<file path="config.mk">
export PLATFORM = sky130hd
export DESIGN_NAME = mux_scan_seq
export DESIGN_NICKNAME = d
export VERILOG_FILES = /design/src/rtl/mux_scan_pkg.sv /design/src/rtl/scan_settle_cnt.sv /design/src/rtl/mux_scan_seq.sv
export SDC_FILE = /design/constraint.sdc
export NUM_CORES = 1
export LEC_CHECK = 0
export CAP_MARGIN = 15
export CORE_MARGIN = 3
export CORE_UTILIZATION = 40
export CTS_CLUSTER_DIAMETER = 200
export DETAILED_ROUTE_END_ITERATION = 8
export PLACE_DENSITY_LB_ADDON = 0.2
export SLEW_MARGIN = 10
export SYNTH_ARGS = -nofsm -noshare
export SYNTH_HDL_FRONTEND = slang
export SYNTH_SLANG_ARGS = --single-unit
export TNS_END_PERCENT = 10
</file>
<file path="constraint.sdc">
create_clock -name CLK -period 2 [get_ports CLK]
set_input_delay 0.4 -clock CLK [delete_from_list [all_inputs] [get_ports CLK]]
set_output_delay 0.4 -clock CLK [all_outputs]
set_load 0.02 [all_outputs]
</file>
<file path="src/rtl/mux_scan_pkg.sv">
// -----------------------------------------------------------------------------
// mux_scan_pkg
// Shared definitions for the 8:1 multiplexer scan sequencer:
//   - FSM state encoding (IDLE, SCAN, FIN)
//   - channel count NCH, select width AW, settle counter width CNT_W
//   - first_enabled(): lowest enabled channel at or above a start index
// Compile-time option used by the importers: MUX_SCAN_MASK_EN
// -----------------------------------------------------------------------------
package mux_scan_pkg;

  localparam int NCH   = 8;
  localparam int AW    = 3;
  localparam int CNT_W = 4;

  typedef enum logic [1:0] {
    IDLE = 2'd0,
    SCAN = 2'd1,
    FIN  = 2'd2
  } state_e;

  typedef struct packed {
    logic          found;
    logic [AW-1:0] ch;
  } chan_sel_t;

  // Lowest channel index >= from whose mask bit is set. 'from' is one bit
  // wider than a channel index so that "past channel 7" is representable.
  function automatic chan_sel_t first_enabled(input logic [NCH-1:0] mask,
                                              input logic [AW:0]    from);
    chan_sel_t r;
    r.found = 1'b0;
    r.ch    = {AW{1'b0}};
    // Walk downward so the last hit is the lowest qualifying channel.
    for (int i = NCH - 1; i >= 0; i--) begin
      if (mask[i] && (i >= int'(from))) begin
        r.found = 1'b1;
        r.ch    = i[AW-1:0];
      end else begin
        r.found = r.found;
      end
    end
    return r;
  endfunction

endpackage

</file>
<file path="src/rtl/scan_settle_cnt.sv">
// -----------------------------------------------------------------------------
// scan_settle_cnt
// Settle down-counter for the scan sequencer. Load has priority over
// decrement; the counter stops at zero.
// Ports:
//   clk_i       clock, rising edge
//   rst_ni      synchronous active-low reset (clears the count)
//   load_i      load load_val_i into the counter
//   en_i        decrement by one when non-zero
//   load_val_i  reload value (settle cycles minus one)
//   zero_o      high while the count is zero
// -----------------------------------------------------------------------------
module scan_settle_cnt
  import mux_scan_pkg::*;
(
  input  logic             clk_i,
  input  logic             rst_ni,
  input  logic             load_i,
  input  logic             en_i,
  input  logic [CNT_W-1:0] load_val_i,
  output logic             zero_o
);

  logic [CNT_W-1:0] cnt_q;
  logic [CNT_W-1:0] cnt_d;

  // Next count: load, else saturating decrement, else hold.
  always_comb begin
    cnt_d = cnt_q;
    if (load_i) begin
      cnt_d = load_val_i;
    end else if (en_i && (cnt_q != {CNT_W{1'b0}})) begin
      cnt_d = cnt_q - {{(CNT_W-1){1'b0}}, 1'b1};
    end else begin
      cnt_d = cnt_q;
    end
  end

  // Count register with synchronous reset.
  always_ff @(posedge clk_i) begin
    if (!rst_ni) begin
      cnt_q <= {CNT_W{1'b0}};
    end else begin
      cnt_q <= cnt_d;
    end
  end

  assign zero_o = (cnt_q == {CNT_W{1'b0}});

endmodule

</file>
<file path="src/rtl/mux_scan_seq.sv">
// -----------------------------------------------------------------------------
// mux_scan_seq
// Scans the channels of an external 8:1 multiplexer: drives the select A,
// waits SETTLE cycles per channel, samples Y into the result bit for that
// channel, and publishes the full result on Q with a one-cycle DONE pulse.
// Parameter:
//   SETTLE  cycles each select is held before sampling (1..15)
// Ports:
//   CLK     clock, rising edge
//   RST_N   synchronous active-low reset
//   START   scan request (ignored unless idle)
//   A       channel select to the multiplexer
//   Y       selected data bit from the multiplexer
//   Q       last completed scan result, bit n = channel n
//   BUSY    high while scanning
//   DONE    one-cycle pulse when a scan completes
//   MASK    channel enables, latched at START (only with MUX_SCAN_MASK_EN)
// Compile-time option: MUX_SCAN_MASK_EN adds MASK and channel skipping.
// -----------------------------------------------------------------------------
module mux_scan_seq
  import mux_scan_pkg::*;
#(
  parameter int SETTLE = 2
) (
  input  logic           CLK,
  input  logic           RST_N,
`ifdef MUX_SCAN_MASK_EN
  input  logic [NCH-1:0] MASK,
`endif
  input  logic           START,
  output logic [AW-1:0]  A,
  input  logic           Y,
  output logic [NCH-1:0] Q,
  output logic           BUSY,
  output logic           DONE
);

  localparam logic [CNT_W-1:0] SETTLE_M1 = CNT_W'(SETTLE - 1);

  state_e         state_q, state_d;
  logic [AW-1:0]  a_q, a_d;
  logic [NCH-1:0] q_q, q_d;
  logic [NCH-1:0] res_q, res_d;
  logic [NCH-1:0] mask_q, mask_d;
  logic [NCH-1:0] mask_in_s;
  logic [NCH-1:0] res_smp_s;
  chan_sel_t      fe_start_s;
  chan_sel_t      fe_next_s;
  logic           cnt_load_s;
  logic           cnt_en_s;
  logic           cnt_zero_s;

`ifdef MUX_SCAN_MASK_EN
  assign mask_in_s = MASK;
`else
  assign mask_in_s = {NCH{1'b1}};
`endif

  // First channel of a new scan, and the next channel above the current one.
  assign fe_start_s = first_enabled(mask_in_s, {(AW+1){1'b0}});
  assign fe_next_s  = first_enabled(mask_q, {1'b0, a_q} + {{AW{1'b0}}, 1'b1});

  scan_settle_cnt u_settle (
    .clk_i      (CLK),
    .rst_ni     (RST_N),
    .load_i     (cnt_load_s),
    .en_i       (cnt_en_s),
    .load_val_i (SETTLE_M1),
    .zero_o     (cnt_zero_s)
  );

  // State and datapath registers with synchronous reset.
  always_ff @(posedge CLK) begin
    if (!RST_N) begin
      state_q <= IDLE;
      a_q     <= {AW{1'b0}};
      q_q     <= {NCH{1'b0}};
      res_q   <= {NCH{1'b0}};
      mask_q  <= {NCH{1'b0}};
    end else begin
      state_q <= state_d;
      a_q     <= a_d;
      q_q     <= q_d;
      res_q   <= res_d;
      mask_q  <= mask_d;
    end
  end

  // Next-state and datapath update.
  always_comb begin
    state_d    = state_q;
    a_d        = a_q;
    q_d        = q_q;
    res_d      = res_q;
    mask_d     = mask_q;
    cnt_load_s = 1'b0;
    cnt_en_s   = 1'b0;
    // Working result with the current channel's sample folded in.
    res_smp_s      = res_q;
    res_smp_s[a_q] = Y;
    case (state_q)
      IDLE: begin
        if (START) begin
          state_d    = SCAN;
          mask_d     = mask_in_s;
          res_d      = {NCH{1'b0}};
          cnt_load_s = 1'b1;
          // With nothing enabled A keeps its value; SCAN exits at once.
          if (fe_start_s.found) begin
            a_d = fe_start_s.ch;
          end else begin
            a_d = a_q;
          end
        end else begin
          state_d = IDLE;
        end
      end
      SCAN: begin
        if (mask_q == {NCH{1'b0}}) begin
          state_d = FIN;
          q_d     = res_q;
        end else if (!cnt_zero_s) begin
          cnt_en_s = 1'b1;
        end else begin
          res_d = res_smp_s;
          if (fe_next_s.found) begin
            a_d        = fe_next_s.ch;
            cnt_load_s = 1'b1;
          end else begin
            state_d = FIN;
            q_d     = res_smp_s;
          end
        end
      end
      FIN: begin
        state_d = IDLE;
      end
      default: begin
        state_d = IDLE;
      end
    endcase
  end

  // Status outputs decoded from the registered state.
  always_comb begin
    BUSY = 1'b0;
    DONE = 1'b0;
    case (state_q)
      SCAN: begin
        BUSY = 1'b1;
        DONE = 1'b0;
      end
      FIN: begin
        BUSY = 1'b0;
        DONE = 1'b1;
      end
      default: begin
        BUSY = 1'b0;
        DONE = 1'b0;
      end
    endcase
  end

  assign A = a_q;
  assign Q = q_q;

endmodule

</file>
# Word-level counts from Yosys, hierarchy flattened
# Index checks and enable logic that the tools add are counted.
[totals]
input_bits = 4
reg_bits = 26
output_inout_bits = 13
[classes]
n_reduce_logical = 23
eq_ne = 9
mux = 48
order_cmp = 10
n_bitwise = 1
addsub = 2
[ops]
columns = ["operator", "count"]
rows = [
  ["two-way mux 8 bit", 6],
  ["two-way mux 3 bit", 12],
  ["two-way mux 1 bit", 21],
  [">= comparator 3 x 4 -> 1 bit (first input constant)", 4],
  ["case mux 8 bit (2 select lines)", 1],
  ["logical AND 1 bit", 10],
  ["bitwise mux 8 bit", 1],
  [">= comparator 1 x 4 -> 1 bit (first input constant)", 2],
  [">= comparator 2 x 4 -> 1 bit (first input constant)", 2],
  ["zero test 8 bit", 1],
  ["inequality test 2 bit (second input constant)", 4],
  ["two-way mux 2 bit", 3],
  ["inequality test 3 bit (second input constant)", 2],
  ["case mux 3 bit (2 select lines)", 1],
  ["nonzero test 2 bit", 3],
  ["AND reduction 5 bit", 1],
  ["adder 3 x 1 -> 4 bit (second input constant)", 1],
  ["zero test 4 bit", 1],
  ["less-than comparator 3 x 4 -> 1 bit (second input constant)", 1],
  ["case mux 2 bit (2 select lines)", 1],
  ["AND reduction 2 bit", 2],
  ["AND reduction 4 bit", 1],
  ["nonzero test 4 bit", 1],
  ["subtractor 4 x 1 -> 4 bit (second input constant)", 1],
  ["10 further kinds", 10],
]

# Logic depth before layout (Yosys ltp)
[depth]
word_depth = 16
depth_mapped = 8

# By module
# A second synthesis with hierarchy kept.
[hier_totals]
cells_unflattened = 180
area_unflattened_um2 = 1655.3
[by_module_without_submodules]
columns = ["mod", "cells_each", "n_inst", "area_each_um2"]
rows = [
  ["mux_scan_seq", 149, 1, 1398.8],
  ["scan_settle_cnt", 31, 1, 256.5],
]

# Least setup slack after synthesis
# OpenSTA, ideal clock, no wires.
[synth_timing]
path_type = "flip-flop to flip-flop"
from = "register u_settle.cnt_q[0]"
to = "register q_q[0], in the netlist Q[0]"
required_ns = 1.884
n_path_buf = 2
t_arrival_ns = 1.452
slack_ns = 0.431
stages_incl_launch_ff = 8
path_cell_list = "dfxtp_1 inv_1 ha_1 and4b_1 a41o_1 buf_2 buf_6 o211a_1"
[synth_between]
elab_chain_cells = 3
[synth_rtl]
columns = ["item", "line", "text"]
rows = [
  ["start: declaration", "scan_settle_cnt.sv:24", "logic [CNT_W-1:0] cnt_q;"],
  ["start signal: assignment", "scan_settle_cnt.sv:42", "cnt_q <= {CNT_W{1'b0}};"],
  ["start signal: assignment", "scan_settle_cnt.sv:44", "cnt_q <= cnt_d;"],
  ["zero test 4 bit", "scan_settle_cnt.sv:48", "assign zero_o = (cnt_q == {CNT_W{1'b0}});"],
  ["nonzero test 2 bit (no source line)", "--", ""],
  ["AND reduction 3 bit (no source line)", "--", ""],
  ["end signal: assignment", "mux_scan_seq.sv:77", "q_q <= {NCH{1'b0}};"],
  ["end signal: assignment", "mux_scan_seq.sv:83", "q_q <= q_d;"],
  ["end: declaration", "mux_scan_seq.sv:42", "logic [NCH-1:0] q_q, q_d;"],
]
# No other way between the ends.
# A chain may end at the register's enable or synchronous reset.

# Worst setup path in the final report
[layout_timing]
from = "register state_q[1]"
to = "output port DONE"
[layout_between]
elab_chain_cells = 2
[layout_rtl]
columns = ["item", "line", "text"]
rows = [
  ["start: declaration", "mux_scan_seq.sv:40", "state_e state_q, state_d;"],
  ["start signal: assignment", "mux_scan_seq.sv:81", "state_q <= state_d;"],
  ["equality test 2 bit", "mux_scan_seq.sv:148", "case (state_q)"],
  ["two-way mux 1 bit", "mux_scan_seq.sv:148", ""],
  ["end: declaration", "mux_scan_seq.sv:35", "output logic DONE"],
]
# No other way between the ends.

==> results.md <==
- Number of global-route vias before repair: between 1000 and 1500
- Pre-CTS setup slack: between 0.15 and 0.2 ns
- TritonCTS Sinks: 26
- CTS tree: done
- CORE AREA: 3420 um2
- Final worst slack: 0.101 ns
- H-tree depth: 1
- Comb power frac: 17.0%
- Worst Hold Class: flop to flop
- Synth cell types: 47
- Max-cap violations: 0
- Crit-path cells: and2b_1 > clkdlybuf4s50_1
- Worst r2r dst: res_q[3]
- Worst Max-Slew Pin Slew: 0.560 ns
- Syn nets: 172
- DR WL/cell: 14.4 um
- TritonCTS buffer count: 3
- Part of the power in registers: between 50 and 60%
- RSZ-0062 raised after global routing: no
- Finished Layout Cells: 227
- Setup repair bufs after CTS: 0
- Dpl hpwl: 2.38 mm
- CTS max path bufs: 2
- Post-Syn Instances: 165
- HP Start: res_q[5]
- Max-slew violations: 0
- Reg2reg start: u_settle.cnt_q[0]
- Fillers: 343
- CTS clk-pin slew, worst paths: 0.15 ns
- Skew-Pair Late Insertion Delay: roughly 0.32 ns
- Net count, final: 189
- Final setup violation count: 0
- CP required: 1.60 ns
- Period utilization: 94.9%
- Final hold slack: 0.475 ns
- Worst Setup Start Kind: flop
- Die Ht: 66.2 um
- Max incr delay on CP: 0.59 ns
- Starting Density: between 40 and 50%
- Pwr dens: 645 nW/um2
- Initial DRC Count: 37
- Internal power: ~0.83 mW
- Reg2reg path depth: 6
- Reg-to-reg slack, setup: 0.13 ns
- Worst Hold Path Cells: 2
- Final ANT Viol Nets: 0
- Initial antenna violation count: 0
- FFs w/ async S/R, synth: 0%
- Total leakage power: 0.729 nW
- Clk_skew: 0.00754 ns
- Psw: 0.281 mW
- Slowest cell on crit path: clkdlybuf4s50_1
- Primary FF master, synth: dfxtp_1
- CTS root buffer: clkbuf_4
- Area of the multi-input gates: 835 um2
- YS warnings: 0
- Design Area, Final: 1720 um2
- Fin. Hold Viols: 0
- Share of power burned in the clock network: approximately a third
- Pre-antenna DRT Iters: 4
- Slew HR: 62.7%
- Synthesized area: 1450 um2
- Die area: 4380 um2
- Vias post-DR: 1266
- Final wirelength: between 3 and 4 mm
- CTS Hold Bufs: 0
- Fin util: between 50% and 60%
- # DRC: 0
- First-pass GRT wire length: slightly below 6 mm
- Worst VDD drop: 278 uV
- Port Buffer Count: 16
- Total Power: 1.11 mW
- Number of inserted diodes: 0
- Sw Share: approximately 25%
- Syn_area_per_cell: 8.77 um2
- Crit path capture type: primary output
- Register area: ~520 um2
- GRT overflow: 0
- Critical path peak fanout: 6
- Area after DPL: approximately 1700 um2
- TNS Setup: 0 ns
- Outcome: complete, no violations
- Ports: 17
- Yosys reg bits: 26
- Crit path kind: flop to primary output
- Area Growth Syn to Fin: 18.6%
- Die W: 66.2 um
- Max frequency: approximately 530 MHz
- Placer Congestion: 0.875
- Hold Path End: res_q[5]
- Via/cell ratio: between 5 and 6
- Fin crit period: 1.90 ns
- Pin count of the biggest net entering global routing: 19
- Post-synth EDFFs: 0
- Site Rows: 21
- Share of cells above drive strength 1: between 10% and 20%
- DP Cell Count: 223
- Seq/Total Area, Yosys: 36.0%
- Total track usage: 16.8%
- Critical Path AT: 1.50 ns
[critical path, delay by kind of cell (launching register included)]
kind | cells | cell delay [ns]
buf+inv | 1 | 0.59
flops | 1 | 0.44
simple gates | 1 | 0.15
[cells in the mapped netlist (5+ instances only)]
cell type,n,area share (%)
nor2_1,5,1.3
inv_1,5,1.3
o211a_1,8,5.5
clkbuf_1,5,1.3
dfxtp_1,26,36
o2bb2ai_1,7,4.2
a21oi_1,8,2.8
nand3_1,5,1.7
mux2i_1,7,4.8
nand2_1,32,8.3
buf_2,5,1.7
[worst max-delay path by stage]
stage                       from   end  cells after the start
6_report              state_q[1]  DONE                      2
5_1_grt               state_q[1]  DONE                      2
4_1_cts               state_q[0]  BUSY                      2
3_5_place_dp               START  A[1]                      5
3_3_place_gp               START  A[2]                      5
2_1_floorplan  u_settle.cnt_q[0]  Q[0]                      7
[state kept, by name, summed over array words and instances (netlist names)]
| signal | flops |
|---|---|
| Q | 8 |
| res_q | 8 |
| u_settle.cnt_q | 4 |
| A | 3 |
| state_q | 2 |
| mask_q | 1 |
[metal layers]
metal  GRT usage, %  part of all wire [%]
met1           22.9                    49
met2           27.5                    47
met5              0                     0
met3           2.21                   2.8
met4           5.08                  0.89
[area by class of cell]
| type | instances | area share [%] |
|---|---|---|
| clock inverter | 1 | 1.75 |
| timing repair buffer | 25 | 13.4 |
| tap | 46 | 3.35 |
| sequential | 26 | 30.5 |
| clock buffer | 3 | 1.31 |
| multi-input combinational | 121 | 48.6 |
| inverter | 5 | 1.09 |
[cells by family (layout without fill, tap and decap cells)]
logic type                 count (synthesis)  in the layout  synth area share [%]
and+or+nand+nor                           71             71                  27.3
AOI/OAI and AO/OA                         38             38                  21.7
DFF                                       26             26                  36.0
buffers and inverters                     18             34                  6.40
muxes                                      7              7                  4.84
adders and majority gates                  3              3                  2.59
xor gates and xnor gates                   2              2                  1.21
[power groups by stage]
stage	Sequential, mW	Clock [mW]	Combinational [mW]
2_1_floorplan	0.580	0	0.112
3_3_place_gp	0.567	0	0.186
3_5_place_dp	0.569	0	0.189
4_1_cts	0.558	0.373	0.189
5_1_grt	0.560	0.391	0.209
6_report	0.557	0.362	0.188
[cells in the final DEF, fill, tap and decap left out, types with 3 or more instances in the layout]
master           instances
o2bb2ai_1                7
a21oi_1                  8
nand4_1                  3
buf_4                    9
nor2b_1                  3
ha_1                     3
nand2_1                 32
nand3_1                  5
nor2_1                   5
o211a_1                  8
nand4b_1                 3
clkbuf_4                 3
clkdlybuf4s50_1         15
mux2i_1                  7
dfxtp_1                 24
inv_1                    5
[repair_timing]
item | CTS | global route
setup endpoints to repair | 1 | 2
hold endpoints to repair | 0 | 0
gates resized for setup | 1 | 2
Note: power is estimated with default switching activity, not from simulation.
